`src/rtl/if_fetch_if.sv`:
```
// Fetch-unit bus bundle: redirect input, instruction-memory request/grant port, decode handoff.
// master = fetch unit side (drives imem_req/imem_addr and the inst_* outputs).
// slave  = environment side (memory plus decode/branch logic).
interface if_fetch_if;
  // redirect from execute
  logic        redirect;
  logic [31:0] redirect_pc;
  // instruction memory request/grant, in-order responses
  logic        imem_req;
  logic [31:0] imem_addr;
  logic        imem_gnt;
  logic        imem_rvalid;
  logic [31:0] imem_rdata;
  // decode handoff (valid/ready)
  logic        inst_valid;
  logic        inst_ready;
  logic [31:0] inst;
  logic [31:0] inst_pc;

  modport master (
    input  redirect, redirect_pc, imem_gnt, imem_rvalid, imem_rdata, inst_ready,
    output imem_req, imem_addr, inst_valid, inst, inst_pc
  );

  modport slave (
    output redirect, redirect_pc, imem_gnt, imem_rvalid, imem_rdata, inst_ready,
    input  imem_req, imem_addr, inst_valid, inst, inst_pc
  );
endinterface

```
`src/rtl/if_fetch.sv`:
```
// Instruction fetch: sequential word fetch over req/gnt, PC-tagged in-order buffer to decode.
// Latency: request one cycle after run/redirect; rvalid at edge N shows as inst_valid after N.
// Backpressure: outstanding + buffered capped at DEPTH; imem_req drops when the credit runs out.
// Ports: clk, reset_n (async active-low); bus (if_fetch_if.master) carries redirect,
//        imem_req/addr/gnt/rvalid/rdata and inst_valid/ready/inst/inst_pc.
module if_fetch #(
  parameter logic [31:0] BOOT_ADDR = 32'h0000_0000,
  parameter int unsigned DEPTH     = 4
) (
  input  logic       clk,
  input  logic       reset_n,
  if_fetch_if.master bus
);
  localparam int unsigned AW = $clog2(DEPTH);
  localparam int unsigned CW = AW + 1;
  localparam logic [CW:0] LIMIT = (CW+1)'(DEPTH);

  typedef struct packed {
    logic [31:0] pc;
    logic [31:0] word;
  } entry_t;

  entry_t          fifo_mem [DEPTH];
  logic [AW-1:0]   rd_ptr, wr_ptr;
  logic [CW-1:0]   count;
  logic [CW-1:0]   outstanding;
  logic [CW-1:0]   kill_cnt;
  logic            run;
  logic [31:0]     fetch_pc;
  logic [31:0]     resp_pc;

  logic [CW:0]     credit_used;
  logic            req;
  logic            grant;
  logic            rsp_ok;
  logic            push;
  logic            pop;
  logic            head_vld;
  logic [31:0]     target;
  logic            unused_bits;

  assign target      = {bus.redirect_pc[31:2], 2'b00};
  assign unused_bits = ^bus.redirect_pc[1:0];

  // Killed fetches still hold a credit until their response returns.
  assign credit_used = {1'b0, outstanding} + {1'b0, count};
  assign req         = run && !bus.redirect && (credit_used < LIMIT);
  assign grant       = req && bus.imem_gnt;

  // An rvalid with nothing outstanding (e.g. a late response after reset) is ignored.
  assign rsp_ok      = bus.imem_rvalid && (outstanding != '0);
  assign push        = rsp_ok && (kill_cnt == '0) && !bus.redirect;
  assign head_vld    = (count != '0);
  assign pop         = head_vld && bus.inst_ready && !bus.redirect;

  assign bus.imem_req   = req;
  assign bus.imem_addr  = fetch_pc;
  assign bus.inst_valid = head_vld;
  // Gated so the outputs read zero whenever the buffer is empty.
  assign bus.inst       = head_vld ? fifo_mem[rd_ptr].word : 32'h0;
  assign bus.inst_pc    = head_vld ? fifo_mem[rd_ptr].pc   : 32'h0;

  always_ff @(posedge clk or negedge reset_n) begin
    if (!reset_n) begin
      run         <= 1'b0;
      fetch_pc    <= BOOT_ADDR;
      resp_pc     <= BOOT_ADDR;
      outstanding <= '0;
      kill_cnt    <= '0;
      rd_ptr      <= '0;
      wr_ptr      <= '0;
      count       <= '0;
    end else begin
      run         <= 1'b1;
      // grant is forced low during redirect, so this holds in both branches
      outstanding <= outstanding + CW'(grant) - CW'(rsp_ok);
      if (bus.redirect) begin
        fetch_pc <= target;
        resp_pc  <= target;
        // everything still in flight after this edge is stale
        kill_cnt <= outstanding - CW'(rsp_ok);
        rd_ptr   <= wr_ptr;
        count    <= '0;
      end else begin
        if (grant) fetch_pc <= fetch_pc + 32'd4;
        if (push) begin
          resp_pc <= resp_pc + 32'd4;
          wr_ptr  <= wr_ptr + 1'b1;
        end
        if (rsp_ok && (kill_cnt != '0)) kill_cnt <= kill_cnt - 1'b1;
        if (pop) rd_ptr <= rd_ptr + 1'b1;
        count <= count + CW'(push) - CW'(pop);
      end
    end
  end

  // Storage needs no reset: head outputs are gated by count.
  always_ff @(posedge clk) begin
    if (push) fifo_mem[wr_ptr] <= {resp_pc, bus.imem_rdata};
  end
endmodule

```
`src/flat_wrapper.sv`:
```
// flat-port wrapper written by rule: the top's interface ports become plain ports
module if_fetch_flat 
#(
  parameter logic [31:0] BOOT_ADDR = 32'h0000_0000,
  parameter int unsigned DEPTH     = 4
)
  (clk, reset_n, bus_redirect, bus_redirect_pc, bus_imem_gnt, bus_imem_rvalid, bus_imem_rdata, bus_inst_ready, bus_imem_req, bus_imem_addr, bus_inst_valid, bus_inst, bus_inst_pc);
  if_fetch_if bus_i ();
  input  logic clk;
  input  logic reset_n;
  input wire logic [$bits(bus_i.redirect)-1:0] bus_redirect;
  input wire logic [$bits(bus_i.redirect_pc)-1:0] bus_redirect_pc;
  input wire logic [$bits(bus_i.imem_gnt)-1:0] bus_imem_gnt;
  input wire logic [$bits(bus_i.imem_rvalid)-1:0] bus_imem_rvalid;
  input wire logic [$bits(bus_i.imem_rdata)-1:0] bus_imem_rdata;
  input wire logic [$bits(bus_i.inst_ready)-1:0] bus_inst_ready;
  output wire logic [$bits(bus_i.imem_req)-1:0] bus_imem_req;
  output wire logic [$bits(bus_i.imem_addr)-1:0] bus_imem_addr;
  output wire logic [$bits(bus_i.inst_valid)-1:0] bus_inst_valid;
  output wire logic [$bits(bus_i.inst)-1:0] bus_inst;
  output wire logic [$bits(bus_i.inst_pc)-1:0] bus_inst_pc;
  assign bus_i.redirect = bus_redirect;
  assign bus_i.redirect_pc = bus_redirect_pc;
  assign bus_i.imem_gnt = bus_imem_gnt;
  assign bus_i.imem_rvalid = bus_imem_rvalid;
  assign bus_i.imem_rdata = bus_imem_rdata;
  assign bus_i.inst_ready = bus_inst_ready;
  assign bus_imem_req = bus_i.imem_req;
  assign bus_imem_addr = bus_i.imem_addr;
  assign bus_inst_valid = bus_i.inst_valid;
  assign bus_inst = bus_i.inst;
  assign bus_inst_pc = bus_i.inst_pc;
  if_fetch #(.BOOT_ADDR(BOOT_ADDR), .DEPTH(DEPTH)) u_core (.clk(clk), .reset_n(reset_n), .bus(bus_i));
endmodule
```
`config.mk`:
```
export PLATFORM = sky130hd
export DESIGN_NAME = if_fetch_flat
export DESIGN_NICKNAME = d
export VERILOG_FILES = /design/src/rtl/if_fetch_if.sv /design/src/rtl/if_fetch.sv /design/src/flat_wrapper.sv
export SDC_FILE = /design/constraint.sdc
export NUM_CORES = 1
export LEC_CHECK = 0
export CAP_MARGIN = 20
export CORE_ASPECT_RATIO = 1.5
export CORE_UTILIZATION = 50
export DETAILED_ROUTE_END_ITERATION = 10
export PLACE_DENSITY = 0.79
export SKIP_CTS_REPAIR_TIMING = 1
export SLEW_MARGIN = 20
export SYNTH_ARGS = -nofsm -noshare
export SYNTH_HDL_FRONTEND = slang
export SYNTH_SLANG_ARGS = --single-unit
```
`constraint.sdc`:
```
create_clock -name clk -period 2.9 [get_ports clk]
set_input_delay 0.435 -clock clk [delete_from_list [all_inputs] [get_ports clk]]
set_output_delay 0.435 -clock clk [all_outputs]
set_load 0.01 [all_outputs]
```
; ---- After elaboration in Yosys (flattened, before gate mapping)
; Memory sizes are Yosys's and may differ from the RTL's.
; Index checks and enable logic that the tools add are counted.
[totals]
elab_cells = 54
output_inout_bits = 98
input_bits = 70
register_bits = 78
ram_bits = 256
mem_count = 1
[mem_list]
columns = name, words, width, read_ports, rd_ports_with_merged_regs, wr, line
row1 = u_core.fifo_mem, 4, 64, 1, 0, 1, if_fetch.sv:23  ; entry_t fifo_mem [DEPTH];
[classes]
reduce_logical = 19
addsub = 11
n_lt_le_gt_ge = 1
mux = 13
bitwise_logic = 1
[ops]
columns = cell, n
row1 = $mux W32, 6
row2 = $add A32 B3 Y32 const B, 2
row3 = $logic_and A1 B1 Y1, 9
row4 = $mux W3, 3
row5 = $reduce_bool A3 Y1, 3
row6 = $sub A3 B1 Y3, 3
row7 = $reduce_bool A2 Y1, 4
row8 = $add A3 B1 Y3, 2
row9 = $add A2 B1 Y2 const B, 2
row10 = $add A3 B3 Y4, 1
row11 = $lt A4 B3 Y1 const B, 1
row12 = $mux W2, 2
row13 = $logic_not A3 Y1, 1
row14 = $sub A3 B1 Y3 const B, 1
row15 = $mux W1, 2
row16 = $reduce_and A2 Y1, 1
row17 = $logic_not A1 Y1, 1
row18 = $not A1 Y1, 1

; ---- Longest topological paths before layout
; Gate-level depths: netlist of run 1.
[depth]
depth_word = 7
depth_mapped = 11
mapped_depth_nobuf = 10

; ---- Worst setup path before layout of run 1
; No wires, ideal clock.
[synth_timing]
path_kind = flip-flop to flip-flop
from = register u_core.outstanding[1]
to = memory u_core.fifo_mem[0][0] (netlist name), enable pin
t_required_ns = 2.473
period_less_slack_ns = 3.095
n_path_buf = 2
path_stages_with_launch = 6
arrival_ns = 2.668
slack_ns = -0.195
setup_ns = 0.427
cell_sequence = dfrtp_1 -> o31a_1 -> buf_2 -> and2_1 -> clkbuf_1 -> and3_1
[synth_between]
elab_chain_cells = 6
[synth_lines]
columns = element, line
row1 = from (decl), if_fetch.sv:26  ; logic [CW-1:0] outstanding;
row2 = from (signal assigned), if_fetch.sv:76  ; outstanding <= outstanding + CW'(grant) - CW'(rsp_ok);
row3 = $reduce_bool A3 Y1, if_fetch.sv:51  ; assign rsp_ok = bus.imem_rvalid && (outstanding != '0);
row4 = $logic_and A1 B1 Y1, if_fetch.sv:51
row5 = $logic_and A1 B1 Y1 (2 in series), if_fetch.sv:52  ; assign push = rsp_ok && (kill_cnt == '0) && !bus.redirect;
row6 = $mux W1, if_fetch.sv:99  ; if (push) fifo_mem[wr_ptr] <= {resp_pc, bus.imem_rdata};
row7 = $mux W1 (implied by the code), if_fetch.sv:99
row8 = to (decl), if_fetch.sv:23
; No other way between the ends.

; ---- Worst setup path in the final report of run 1
[layout_timing]
from = register u_core.rd_ptr[0]
to = output bus_inst_pc[30]
[layout_between]
elab_chain_cells = 2
[layout_lines]
columns = element, line
row1 = from (decl), if_fetch.sv:24  ; logic [AW-1:0] rd_ptr, wr_ptr;
row2 = from (signal assigned), if_fetch.sv:82  ; rd_ptr <= wr_ptr;
row3 = from (signal assigned), if_fetch.sv:91  ; if (pop) rd_ptr <= rd_ptr + 1'b1;
row4 = $mem_v2 Z4 W64, n/a
row5 = $mux W32, if_fetch.sv:61  ; assign bus.inst_pc = head_vld ? fifo_mem[rd_ptr].pc : 32'h0;
row6 = to (decl), flat_wrapper.sv:21  ; output wire logic [$bits(bus_i.inst_pc)-1:0] bus_inst_pc;
; No other way between the ends.

==> flow_summary.yaml, run 1 <==
detailed_routing:
  drc: 0
  antenna_left: 0
  via_per_inst: 5.72
  drt_iter0_markers: 394
  wl_um: 28800
  wire_per_inst_um: 20.3
  vias: 8135
  dr.pass1.iters: 5
setup_path:
  r2r-start: "u_core.outstanding[2]"
  worst_ep_required_time_ps: 2470
  r2r_end: "u_core.bus.imem_addr[11]"
  crit_type: "register to primary output"
  cp_slowest_cell: "dfrtp_4"
  r2r_setup_slack_ps: 480
  path_buf_inv: 5
  critPathMaxFanout: 12
  worstSetupEndpointType: "primary output"
  cpPeakStageDelay_ps: 490
  critPathArrivalTime_ps: 2390
  crit_chain: "buf_12, clkbuf_16, buf_4, buf_4, mux4_2, and2_1, clkbuf_2"
  critPathLaunchType: "register"
  r2r_cells: 7
  crit_family: "buffers and inverters"
  timing.critical_path.mode_cell: "buf_4"
  crit_cells: 7
global_route:
  grt_max_degree: 65
  overflow: 0
  grt_antenna_before_repair: 0
  grt_usage_pct: 20.6
  grt_first_pass_wirelength_um: 43600
  grt_pass1_vias: 8196
floorplanning:
  rows: 73
  die_h_um: 204
  start_util_pct: 51.1
  io_pins: 168
  coreArea_mm2: 0.0267
  die_area_mm2: 0.0279
  die_w_um: 137
synthesis:
  ys_ff_latch: 322
  synth_cell_types: 57
  syn_inst: 860
  synth_top_cell_by_area: "edfxtp_1"
  avgSynthCellArea_um2: 15.9
  synth.top_cell.area_share_pct: 54.6
  ys_seq_area_share_pct: 68.2
  synth_area_mm2: 0.0136
  async_flop_share_pct: 23.0
  ys_top_cells_by_area: "edfxtp_1, dfrtp_1, mux4_2"
  synth_edf_count: 248
  ys_warn_count: 0
  synthFlopType: "edfxtp_1"
place:
  portBuffers: 161
  placed_cell_area_mm2: 0.0158
  dp_hpwl_um: 17900
  dp.cells: 1340
  gp_congestion: 0.872
timing:
  fmax_mhz: 354
  drv_slew: 0
  setup_viol_count_final: 0
  rsz0062_at_grt: "no"
  maxSlewHeadroom_pct: 51.9
  hold_viol: 0
  finalClockSkew_ps: 13.0
  fin_crit_ps: 2820
  tightest_slew_ps: 718
  layout_worst_path_cycle_share_pct: 97.3
flow_run:
  drv_cap: 0
power:
  powerDensity_mw_per_mm2: 835
  peakVddDrop_v: 0.000543
  finalPower_mw: 14.4
  leakage_nw: 6.93
cells_and_area:
  fillCellCount: 1911
  syn_to_final_growth_pct: 26.1
  drive_gt1_share_pct: 17.3
  multiInputGateArea_mm2: 0.00409
  regArea_mm2: 0.00931
  design_area_mm2: 0.0172
  final_nets: 1150
  finalNonFillerCells: 1421
  n_antenna_cell: 0
clock_network:
  cts_tree: "yes"
  root_buffer: "clkbuf_16"
  clkLatencyLatePin_ps: 560
  clockBufferDepth: 3
  clk_pin_slew_ps: 60
  htree_levels: 1
  cts_buffers: 29
  clkSinkCount: 322
worst_hold_path:
  worstHoldEndpoint: "u_core.count[1]"
  holdPathStages: 2
  hold_path_startpoint: "bus_redirect"
  hold_path_class: "primary input to register"
status:
  status: "complete, no violations"
==> routing by layer <==
metal,GRT usage (%),part of all wire [%],vias to the layer above
li1,-,-,3688
met1,24.8,39,4105
met2,36.9,53,285
met3,2.78,5.4,57
met4,8.20,3.3,0
met5,0,0,-
==> synth_stat cells (all sizes together), types with 3 or more instances <==
cell / count
xnor2: 28
nor2: 23
nand2: 60
nand4: 17
o211ai: 13
a21boi: 4
nor4: 8
and2: 67
o21a: 3
mux2: 5
o21ai: 38
clkbuf: 25
and3: 12
dfrtp: 74
or3: 3
nand2b: 4
xor2: 15
inv: 17
nor3: 15
buf: 19
edfxtp: 248
mux4: 62
ha: 16
a31oi: 5
a21oi: 8
o31a: 3
o311ai: 6
nand3: 32
and4: 6
==> power breakdown <==
part,internal [mW],switching [mW]
logic,2.72,2.20
clock network,2.17,1.63
registers,5.34,0.305
==> flip-flops by register name (all words and copies together), names as in the netlist, 2 cells and up <==
name and count:
u_core.resp_pc 30, u_core.fifo_mem 248, u_core.rd_ptr 2, u_core.kill_cnt 3, u_core.wr_ptr 2, u_core.bus.imem_addr 30, u_core.count 3, u_core.outstanding 3
==> worst reg2reg max path: cells and delay by family (launching register included) <==
family / cells / cell delay, ps
compound gates: 1 / 250
flops: 1 / 430
buf+inv: 1 / 310
simple gates: 4 / 1000
fa+ha+maj: 1 / 320
==> cells by family (layout without fill, tap and decap cells) <==
kind of cell | Yosys count | count (layout) | synth area share, %
AOI/OAI and AO/OA | 87 | 87 | 4.04
xor gates and xnor gates | 43 | 43 | 2.76
adders and majority gates | 18 | 18 | 1.76
buffers and inverters | 61 | 282 | 1.97
DFF | 322 | 322 | 68.2
muxes | 69 | 69 | 10.8
other | 2 | 5 | 0.0551
and+or+nand+nor | 258 | 258 | 10.4
==> worst max path at each step <==
stage,from,to
floorplan,bus_redirect,u_core.count[2]
global placement,bus_imem_rvalid,u_core.count[2]
detailed placement,bus_imem_rvalid,u_core.count[2]
CTS,u_core.rd_ptr[0],bus_inst_pc[17]
global route,u_core.rd_ptr[0],bus_inst_pc[12]
finish,u_core.rd_ptr[0],bus_inst_pc[30]
==> layout make-up <==
cell class	instances	area share, %
clock buffer	38	4.77
sequential	322	54.1
clock inverter	15	0.800
inverter	17	0.371
timing repair buffer	212	13.7
multi-input combinational	480	23.8
tap	337	2.45
==> cell usage in the layout, fill, tap and decap left out, drive strengths merged, types with 9 or more instances in the layout <==
cell / instances
nand4: 17
nor2: 23
and3: 12
clkdlybuf4s50: 98
dlymetal6s2s: 59
nor3: 15
and2: 67
clkinv: 9
xor2: 15
xnor2: 28
clkbuf: 43
mux4: 62
o21ai: 38
ha: 16
nand2: 60
nand3: 32
dfrtp: 74
buf: 49
edfxtp: 248
inv: 20
o211ai: 13
==> metrics by stage <==
stage | setup slack [ps] | utilization [%] | hold WS (ps) | TNS (ps)
after floorplan | 473 | - | 139 | 0
after global placement | 338 | 59.2 | 435 | 0
after detailed placement | 306 | 59.2 | 443 | 0
after CTS | -221 | 62.8 | -152 | -10220
after global routing | 10.3 | 64.5 | 184 | 0
final | 78.4 | 64.5 | 170 | 0
(Power assumes the default switching activity.)
==> run 2: changes to the inputs <==
MAX_ROUTING_LAYER = met4   (was default)
PLACE_DENSITY = 0.82   (was 0.79)
RECOVER_POWER = 50   (was default)
==> run 2 against run 1 <==
Maximum frequency decreased by 0.75%. Die area unchanged. Highest routed layer unchanged. The flow now finishes with violations (max-capacitance violations, max-slew violations). Sequential share of layout area up 0.064 points. Via count down 0.39%. Critical endpoint is now bus_inst[6]. Global-route usage grew 0.64 points. Critical path type unchanged. Routed wire length grew 0.11%.
==> flow_summary.yaml, run 2 (synthesis results as in run 1) <==
timing:
  finalClockSkew_ps: 15.7
  maxSlewHeadroom_pct: -19.3
  drv_slew: 33
  setup_viol_count_final: 0
  fin_crit_ps: 2840
  layout_worst_path_cycle_share_pct: 98.0
  tightest_slew_ps: 1790
  hold_viol: 0
  fmax_mhz: 352
worst_hold_path:
  worstHoldEndpoint: "u_core.count[1]"
  holdPathStages: 2
  hold_path_startpoint: "bus_redirect"
  hold_path_class: "primary input to register"
detailed_routing:
  vias: 8103
  drt_iter0_markers: 495
  wl_um: 28800
  dr.pass1.iters: 5
  wire_per_inst_um: 20.4
  antenna_left: 0
  via_per_inst: 5.72
  drc: 0
cells_and_area:
  regMostFlops: "u_core.fifo_mem"
  n_antenna_cell: 0
  fin_util_pct: 64.4
  final_nets: 1144
  final_common_cell: "edfxtp_1"
  largest_register_ffs: 248
  drive_gt1_share_pct: 15.8
  layout_common_cells: "edfxtp_1, dfrtp_1, and2_1"
  syn_to_final_growth_pct: 26.0
setup_path:
  cpPeakStageDelay_ps: 490
  critPathArrivalTime_ps: 2410
  timing.critical_path.mode_cell: "buf_12"
  r2r_setup_slack_ps: 260
  r2r-start: "u_core.outstanding[2]"
  critPathMaxFanout: 8
  worstSetupEndpointType: "primary output"
  crit_type: "register to primary output"
  crit_chain: "buf_12, buf_12, mux4_2, and2_1, clkdlybuf4s50_1"
  worst_ep_required_time_ps: 2470
  r2r_cells: 7
  crit_family: "buffers and inverters"
  r2r_end: "u_core.bus.imem_addr[11]"
  path_buf_inv: 3
  cp_slowest_cell: "mux4_2"
  critPathLaunchType: "register"
floorplanning:
  rows: 73
  die_h_um: 204
  coreArea_mm2: 0.0267
  die_w_um: 137
  die_area_mm2: 0.0279
  start_util_pct: 51.1
  io_pins: 168
clock_network:
  clkSinkCount: 322
  clockBufferDepth: 3
  cts_tree: "yes"
  clkLatencyLatePin_ps: 550
  cts_buffers: 29
  root_buffer: "clkbuf_16"
  clk_pin_slew_ps: 60
  htree_levels: 1
power:
  peakVddDrop_v: 0.000589
  finalPower_mw: 14.4
  powerDensity_mw_per_mm2: 840
  leakage_nw: 6.93
place:
  gp_congestion: 0.917
  dp_hpwl_um: 17700
  portBuffers: 161
flow_run:
  drv_cap: 1
global_route:
  grt_antenna_before_repair: 0
  overflow: 0
  grt_usage_pct: 21.2
  grt_max_degree: 65
  grt_pass1_vias: 8222
  grt_first_pass_wirelength_um: 43800
status:
  violations: "max-capacitance violations, max-slew violations"
  status: "complete, but fails checks"
[run 2: worst max-delay path by stage]
stage	cells past startpoint	endpoint	from	slack, ps
floorplan	11	u_core.count[2]	bus_redirect	470
global placement	6	u_core.resp_pc[31]	bus_imem_rvalid	320
detailed placement	6	u_core.resp_pc[31]	bus_imem_rvalid	250
CTS	4	bus_inst_pc[8]	u_core.rd_ptr[0]	-190
global route	5	bus_inst[6]	u_core.rd_ptr[0]	-10
finish	5	bus_inst[6]	u_core.rd_ptr[0]	60
[run 2: layout make-up]
| cell class | instances | area [µm²] |
|---|---|---|
| tap | 337 | 422 |
| clock buffer | 36 | 805 |
| sequential | 322 | 9300 |
| multi-input combinational | 480 | 4070 |
| inverter | 17 | 63.8 |
| timing repair buffer | 206 | 2320 |
| fill | 1883 | 9500 |
| clock inverter | 18 | 186 |
[run 2: report_power, final]
group          internal (mW)  switching (mW)
clock                   2.25            1.67
sequential              5.34           0.302
combinational           2.69            2.17
total                   10.3            4.15
[run 2: through the flow]
| stage | instance area (µm²) | setup WS (ps) | std cells | hold WS, ps | setup TNS (ps) |
|---|---|---|---|---|---|
| 2_1_floorplan | 13600 | 473 | 863 | 139 | 0 |
| 3_3_place_gp | 15800 | 317 | 1342 | 525 | 0 |
| 3_5_place_dp | 15800 | 254 | 1342 | 530 | 0 |
| 4_1_cts | 16800 | -191 | 1396 | -61.2 | -7920 |
| 5_1_grt | 17200 | -10.6 | 1416 | 218 | -10.6 |
| 6_report | 17200 | 57.1 | 1416 | 218 | 0 |
[run 2: layer usage]
metal	vias up	wire length [µm]	GRT usage, %
met5	-	0	-
met4	0	807	7.18
met3	60	1520	2.88
met2	288	15200	36.7
met1	4070	11400	25.4
li1	3685	-	-
